===== src/rtl/loader_pkg.sv =====
// rtl/loader_pkg.sv - shared constants, state encoding and helpers for array_loader_16x8
//
// Purpose : one-hot state encoding, array geometry and small helpers used by
//           the loader top level and its register file.
// Contents: FILL/START/WAIT one-hot localparams, loader_state_e enum,
//           LOADER_WIDTH, LOADER_DEPTH, LOADER_PTR_W, LOADER_ADDR_W,
//           is_last_slot() helper.
package loader_pkg;

    // One-hot state codes, bit order {Qw, Qs, Qf}.
    localparam logic [2:0] FILL  = 3'b001;
    localparam logic [2:0] START = 3'b010;
    localparam logic [2:0] WAIT  = 3'b100;

    localparam int LOADER_WIDTH  = 8;
    localparam int LOADER_DEPTH  = 16;

    // The write pointer needs one extra bit so it can reach 16 once full.
    localparam int LOADER_PTR_W  = 5;
    localparam int LOADER_ADDR_W = 4;

    typedef enum logic [2:0] {
        ST_FILL  = FILL,
        ST_START = START,
        ST_WAIT  = WAIT
    } loader_state_e;

    // True when the pointer addresses the final slot of the array, i.e. the
    // next accepted word completes the batch.
    function automatic logic is_last_slot(input logic [LOADER_PTR_W-1:0] ptr);
        return ptr == LOADER_PTR_W'(LOADER_DEPTH - 1);
    endfunction

endpackage


===== src/rtl/regfile_16x8.sv =====
// rtl/regfile_16x8.sv - 16-entry register array, one sync write port, one async read port
//
// Purpose : element storage for the loader. Contents are deliberately not
//           reset so that a reset mid-batch leaves previously written data
//           in place.
// Ports   : clk    - rising-edge clock
//           we     - write enable
//           waddr  - write address (4 bits)
//           wdata  - write data (WIDTH bits)
//           raddr  - read address (4 bits)
//           rdata  - combinational read data, mem[raddr]
module regfile_16x8
    import loader_pkg::*;
#(
    parameter int WIDTH = LOADER_WIDTH
) (
    input  logic                     clk,
    input  logic                     we,
    input  logic [LOADER_ADDR_W-1:0] waddr,
    input  logic [WIDTH-1:0]         wdata,
    input  logic [LOADER_ADDR_W-1:0] raddr,
    output logic [WIDTH-1:0]         rdata
);

    logic [WIDTH-1:0] mem [0:LOADER_DEPTH-1];

    always_ff @(posedge clk) begin
        if (we) begin
            mem[waddr] <= wdata;
        end
    end

    // Same-cycle read so the finder can register mem[I] directly.
    assign rdata = mem[raddr];

endmodule


===== src/rtl/array_loader_16x8.sv =====
// rtl/array_loader_16x8.sv - stream-to-array loader feeding the min/max finder
//
// Purpose : accepts 16 WIDTH-bit words over a valid/ready handshake, stores
//           them in a register array, pulses Start for one cycle, then holds
//           the array frozen until the finder returns Done.
// Ports   : Clk        - rising-edge clock
//           Resetb     - asynchronous active-low reset
//           Din        - incoming element
//           Din_valid  - Din is valid this cycle
//           Din_ready  - loader accepts Din this cycle (state decode only)
//           Done       - finder done pulse
//           Start      - one-cycle start pulse to the finder (state decode only)
//           Rd_addr    - finder read index
//           Rd_data    - combinational M[Rd_addr]
//           Count      - words written in the current batch, 0..16
//           Qf/Qs/Qw   - one-hot state bits for FILL/START/WAIT
//           Abort      - clears a partial batch while filling
//                        (present only when LOADER_ABORT_EN is defined)
// Macro   : LOADER_ABORT_EN enables the Abort input and its logic.
module array_loader_16x8
    import loader_pkg::*;
#(
    parameter int WIDTH = LOADER_WIDTH,
    parameter int DEPTH = LOADER_DEPTH
) (
    input  logic                     Clk,
    input  logic                     Resetb,
    input  logic [WIDTH-1:0]         Din,
    input  logic                     Din_valid,
    output logic                     Din_ready,
    input  logic                     Done,
    output logic                     Start,
    input  logic [LOADER_ADDR_W-1:0] Rd_addr,
    output logic [WIDTH-1:0]         Rd_data,
    output logic [LOADER_PTR_W-1:0]  Count,
    output logic                     Qf,
    output logic                     Qs,
    output logic                     Qw
`ifdef LOADER_ABORT_EN
    ,
    input  logic                     Abort
`endif
);

    loader_state_e            state;
    logic [2:0]               state_bits;
    logic [LOADER_PTR_W-1:0]  wptr;
    logic                     wr_en;

    // The 4-bit address space only covers a 16-entry array; the DEPTH
    // parameter exists for documentation and must stay at 16.
    localparam int DEPTH_CHECK = (DEPTH == LOADER_DEPTH) ? 1 : 0;
    logic depth_ok;
    assign depth_ok = (DEPTH_CHECK == 1);

    // A write happens only on a real handshake in FILL. An abort in the same
    // cycle wins over the handshake so the word never lands in the array.
`ifdef LOADER_ABORT_EN
    assign wr_en = (state == ST_FILL) && Din_valid && !Abort && depth_ok;
`else
    assign wr_en = (state == ST_FILL) && Din_valid && depth_ok;
`endif

    always_ff @(posedge Clk or negedge Resetb) begin
        if (!Resetb) begin
            state <= ST_FILL;
            wptr  <= '0;
        end else begin
            case (state)
                ST_FILL: begin
`ifdef LOADER_ABORT_EN
                    if (Abort) begin
                        wptr <= '0;
                    end else
`endif
                    if (wr_en) begin
                        wptr <= wptr + LOADER_PTR_W'(1);
                        if (is_last_slot(wptr)) begin
                            state <= ST_START;
                        end
                    end
                end
                ST_START: begin
                    state <= ST_WAIT;
                end
                ST_WAIT: begin
                    // Any word offered alongside Done is left for the
                    // producer to hold; it is taken in FILL next cycle.
                    if (Done) begin
                        state <= ST_FILL;
                        wptr  <= '0;
                    end
                end
                default: begin
                    state <= ST_FILL;
                    wptr  <= '0;
                end
            endcase
        end
    end

    // Outputs decode the state register only, so no input reaches them
    // combinationally.
    assign state_bits = state;
    assign Qf         = state_bits[0];
    assign Qs         = state_bits[1];
    assign Qw         = state_bits[2];
    assign Din_ready  = Qf;
    assign Start      = Qs;
    assign Count      = wptr;

    regfile_16x8 #(
        .WIDTH (WIDTH)
    ) u_regfile (
        .clk   (Clk),
        .we    (wr_en),
        .waddr (wptr[LOADER_ADDR_W-1:0]),
        .wdata (Din),
        .raddr (Rd_addr),
        .rdata (Rd_data)
    );

endmodule

===== config.mk =====
export PLATFORM = sky130hd
export DESIGN_NAME = array_loader_16x8
export DESIGN_NICKNAME = d
export VERILOG_FILES = /design/src/rtl/loader_pkg.sv /design/src/rtl/regfile_16x8.sv /design/src/rtl/array_loader_16x8.sv
export SDC_FILE = /design/constraint.sdc
export NUM_CORES = 1
export LEC_CHECK = 0
export CAP_MARGIN = 10
export CORE_MARGIN = 2
export CORE_UTILIZATION = 50
export DETAILED_ROUTE_END_ITERATION = 7
export PLACE_DENSITY = 0.69
export SLEW_MARGIN = 25
export SYNTH_ARGS = -nofsm -noshare
export SYNTH_HDL_FRONTEND = slang
export SYNTH_HIERARCHICAL = 1
export SYNTH_SLANG_ARGS = --single-unit

===== constraint.sdc =====
create_clock -name Clk -period 3.1 [get_ports Clk]
set_clock_uncertainty 0.15 [all_clocks]
set_input_delay 0.62 -clock Clk [delete_from_list [all_inputs] [get_ports Clk]]
set_output_delay 0.62 -clock Clk [all_outputs]
set_load 0.1 [all_outputs]

# [Yosys cells after proc, flatten, opt, wreduce, memory -nomap -nowiden]
# Memories as Yosys holds them, arrays and structs flattened.
# Index checks and enable logic that the tools add are counted.
[op_classes] add_sub_neg=1 eq_ne=7 muxes=9 n_bitwise=1 reduce_logical=3
[op_table] cell="$pmux 5 s3" n=1
[op_table] cell="$mux 5" n=2
[op_table] cell="$mux 3" n=3
[op_table] cell="$pmux 3 s3" n=1
[op_table] cell="$reduce_and 3->1" n=2
[op_table] cell="$add 5x1->5 const B" n=1
[op_table] cell="$eq 5x4->1 const B" n=1
[op_table] cell="$ne 2x1->1 const B" n=2
[op_table] cell="$eq 3x1->1 const B" n=1
[op_table] cell="$eq 3x2->1 const B" n=1
[op_table] cell="$eq 3x3->1 const B" n=1
[op_table] cell="$mux 1" n=2
[op_table] cell="$ne 2x2->1 const B" n=1
[op_table] cell="$logic_and 1x1->1" n=1
[op_table] cell="$not 1->1" n=1
[totals] register_bits=8 mem_bits_rw=128 in_bits=16 output_inout_bits=18 n_memories=1
[mem_list] memory="u_regfile.mem" words=16 word_bits=8 rd=1 rd_clocked_by_memory_dff=0 write_ports=1 line="regfile_16x8.sv:25" text="logic [WIDTH-1:0] mem [0:LOADER_DEPTH-1];"

# [Logic depth before layout (Yosys ltp)]
[logic_depth] word_depth=4 depth_mapped=6

# [Modules after synthesis]
# Netlist, hierarchy kept.
[modules_own_cells] mod="regfile_16x8" n_inst=1 cells_each=221 area_per_inst_um2=4987.3 seq_area_each_um2=3843.7
[modules_own_cells] mod="array_loader_16x8" n_inst=1 cells_each=40 area_per_inst_um2=447.9 seq_area_each_um2=201.4

# [Worst setup path before layout]
# OpenSTA, ideal clock, no wires.
[synth_timing] kind="reg-to-reg" from="register state[1]" to="memory u_regfile/mem[0][0] (netlist bit), enable pin" setup_time_ps=383 arrival_time_ps=2538 path_slack_ps=29 stages_incl_launch_ff=6 n_path_buf=0 synth_period_minus_slack_ps=3071 cell_sequence="dfrtp_1 -> nor3b_1 -> nand2_1 -> inv_1 -> or3b_2 -> nor3_1"
[synth_via] elab_chain_len=4
[synth_rtl] item="start, declared" line="array_loader_16x8.sv:45" text="loader_state_e state;"
[synth_rtl] item="start signal, assigned" line="array_loader_16x8.sv:66" text="state <= ST_FILL;"
[synth_rtl] item="start signal, assigned" line="array_loader_16x8.sv:79" text="state <= ST_START;"
[synth_rtl] item="start signal, assigned" line="array_loader_16x8.sv:84" text="state <= ST_WAIT;"
[synth_rtl] item="$eq 3x1->1" line="array_loader_16x8.sv:61" text="assign wr_en = (state == ST_FILL) && Din_valid && depth_ok;"
[synth_rtl] item="$logic_and 1x1->1" line="array_loader_16x8.sv:61"
[synth_rtl] item="net wr_en" line="array_loader_16x8.sv:48" text="logic wr_en;"
[synth_rtl] item="$mux 1" line="regfile_16x8.sv:28" text="if (we) begin"
[synth_rtl] item="$mux 1 (not written as such)" line="regfile_16x8.sv:29" text="mem[waddr] <= wdata;"
[synth_rtl] item="end, declared" line="regfile_16x8.sv:25"
# The timed path passes the listed nets, and every way through them passes these cells.

# [Final worst setup path]
[layout_timing] from="input Rd_addr[2]" to="output Rd_data[7]"
[layout_via] elab_chain_len=1
[layout_rtl] item="start, declared" line="array_loader_16x8.sv:33" text="input logic [LOADER_ADDR_W-1:0] Rd_addr,"
[layout_rtl] item="$mem_v2 16x8"
[layout_rtl] item="end, declared" line="array_loader_16x8.sv:34" text="output logic [WIDTH-1:0] Rd_data,"
# No other way between the ends.

==> out/qor.csv <==
metric;value;unit
rsz0062_at_grt;no;
r2r-end;u_regfile/mem[0][1];
cp.required;2.33;ns
cts_tree;done;
worstMarginPinSlew;0.6491;ns
placed_area;6100;um^2
area_delta_synth_final;22.70;%
clockBufferDepth;2;
grt_start_max_net_pins;33;
hpwl;6683;um
cts_sinks;136;
die_y;108.3;um
critPathKind;input pin to output pin;
yosys_register_bits;136;
whs;0.2426;ns
ys_types;37;
core-area;10750;um^2
drv_slew;0;
r2r_slack;0.54;ns
dp_cells;445;
dr.pass1.iters;4;
clk_latency;0.51;ns
insertedDiodeCount;0;
place.gp.congestion;0.7379;
viasPerCell;5.849;
antenna_found_initial;0;
ys_seq_area_frac;0.7442;
routedWlPerCell;23.62;um
hold_viol;0;
worstPathArrival;2.19;ns
fill_cells;788;
nets;343;
r2r_start;state[0];
ios;34;
numCtsBuffers;17;
final_area;6669;um^2
leakage;2.312;nW
rows;38;
grt_pass1_wl;16450;um
period_share;0.9554;
fin_cells;478;
die-width;108.3;um
drive_gt1_frac;0.2959;
critPathCapture;Rd_data[7];
die_area;11720;um^2
crit_fanout;8;
min_path_type;input pin to async pin;
grt_pass1_vias;2835;
timing.setup.tns;0;ns
start_kind;input pin;
clk_pin_slew;0.06;ns
irDropWorstVdd;798.5;uV
status;completed;
num_vias;2796;
start_util;0.5058;
synth_area_per_cell;20.82;um^2
ant_nets;0;
grt_overflow;0;
portBuffers;33;
max_freq;0.3376;GHz
synth_edf_count;128;
crit_path_start;Rd_addr[2];
route.detailed.drc;0;
setup_viol;0;
synthArstFlopShare;0.05882;
cp-end-kind;output pin;
synth_area;5435;um^2
yosysWarnings;6;
drtIter0Drc;246;
rr_worst_depth;6;
cts_htree_levels;4;
syn_nets;279;
finalWirelength;11290;um
ys.flop_type;edfxtp_1;
max_slew_margin;0.5656;
clockRootBuffer;clkbuf_8;
syn_inst;261;
fin_crit;2.962;ns
grt_use_total;0.2044;
powerDensity;762.6;nW/um^2
cts_setup_buffers;0;
drv_cap;0;
-- routing by layer --
metal / vias up / global-route usage / part of all wire
met3: 12 / 0.05425 / 0.061
met1: 1445 / 0.2753 / 0.43
met5: - / 0 / 0
li1: 1231 / - / -
met4: 0 / 0.06868 / 0.014
met2: 108 / 0.3279 / 0.50
-- flip-flops by register name (all words and copies together) (netlist names) --
register,cells
state,3
u_regfile/mem,128
Count,5
-- power by group --
group	switching [mW]	internal, mW
sequential	0.0958	2.19
clock	0.756	1.07
combinational	0.668	0.313
-- final cells by class --
cell class,count,area [um^2],area share
multi-input cells,111,1277,0.1916
clock inverters,14,127.6,0.01914
clock buffers,18,417.9,0.06266
flip-flops and latches,136,4045,0.6066
well taps,140,175.2,0.02627
inverters,2,7.507,0.001126
repair buffers,57,618.1,0.09268
-- cell families after synthesis --
kind of cell               share of synthesized area
muxes                                         0.1423
and+or+nand+nor                              0.04673
adders and majority gates                   0.004603
DFF                                           0.7442
xor gates and xnor gates                    0.001612
buffers and inverters                        0.02003
AOI/OAI and AO/OA                            0.04052
-- stage by stage --
step	power, mW	utilization	setup slack [ns]
CTS	5.103	0.6184	0.004591
detailed placement	3.297	0.5677	0.01969
floorplan	2.950	-	0.02862
global route	5.263	0.6206	0.02426
finish	5.085	0.6206	0.1383
global placement	3.274	0.5677	0.01923
-- what timing repair did --
action | CTS | global route
resized for setup | 0 | 2
setup endpoints to repair | 0 | 5
hold buffers | 0 | 0
-- critical path: stages --
cell and delay [ns]:
clkdlybuf4s50_1 0.45, nor2_1 0.53, a22oi_1 0.21, nand2_1 0.18, buf_12 0.19
-- cell usage after synthesis, types with 2 or more instances --
library cell       n  share of area
nand3_1            2         0.0018
ha_1               2         0.0046
buf_2              3         0.0028
edfxtp_1         128           0.71
inv_1              2         0.0014
mux4_1            14          0.068
nand2_1           12         0.0083
mux4_2            18          0.075
nor3_1             5         0.0046
and2_1             2         0.0023
buf_4              3         0.0041
a22o_1             2         0.0032
nand2b_1           3         0.0035
o21ai_0            2         0.0018
buf_6              3         0.0062
dfrtp_1            7          0.032
nand3b_1           3         0.0041
a22oi_1           16          0.022
nor2_1            14         0.0097
clkdlybuf4s25_2    3         0.0055
-- placed cells by master (no fill, tap or decap), types with 2 or more instances in the layout --
master	count
clkinvlp_4	3
buf_12	11
ha_1	2
dfrtp_1	7
nor3_1	5
inv_1	2
inv_6	2
a22oi_1	16
a22o_1	2
mux4_2	19
nand2_1	12
nand2b_1	3
clkdlybuf4s50_1	13
o21ai_0	2
clkinv_4	5
buf_4	30
clkinv_2	2
edfxtp_1	128
nand3b_1	3
and2_1	2
nand3_1	2
clkbuf_16	17
mux4_1	13
nor2_1	14
-- worst min path at each step --
| stage | startpoint | to | slack, ns | cells past startpoint |
|---|---|---|---|---|
| final | Resetb | state[1] | 0.24 | 1 |
| after global routing | Resetb | state[1] | 0.25 | 1 |
| after CTS | Resetb | state[1] | 0.24 | 1 |
| after detailed placement | Count[4] | Count[4] | 0.37 | 2 |
| after global placement | Count[4] | Count[4] | 0.36 | 2 |
| after floorplan | Resetb | Count[0] | 0.17 | 0 |
(Power assumes the default switching activity.)
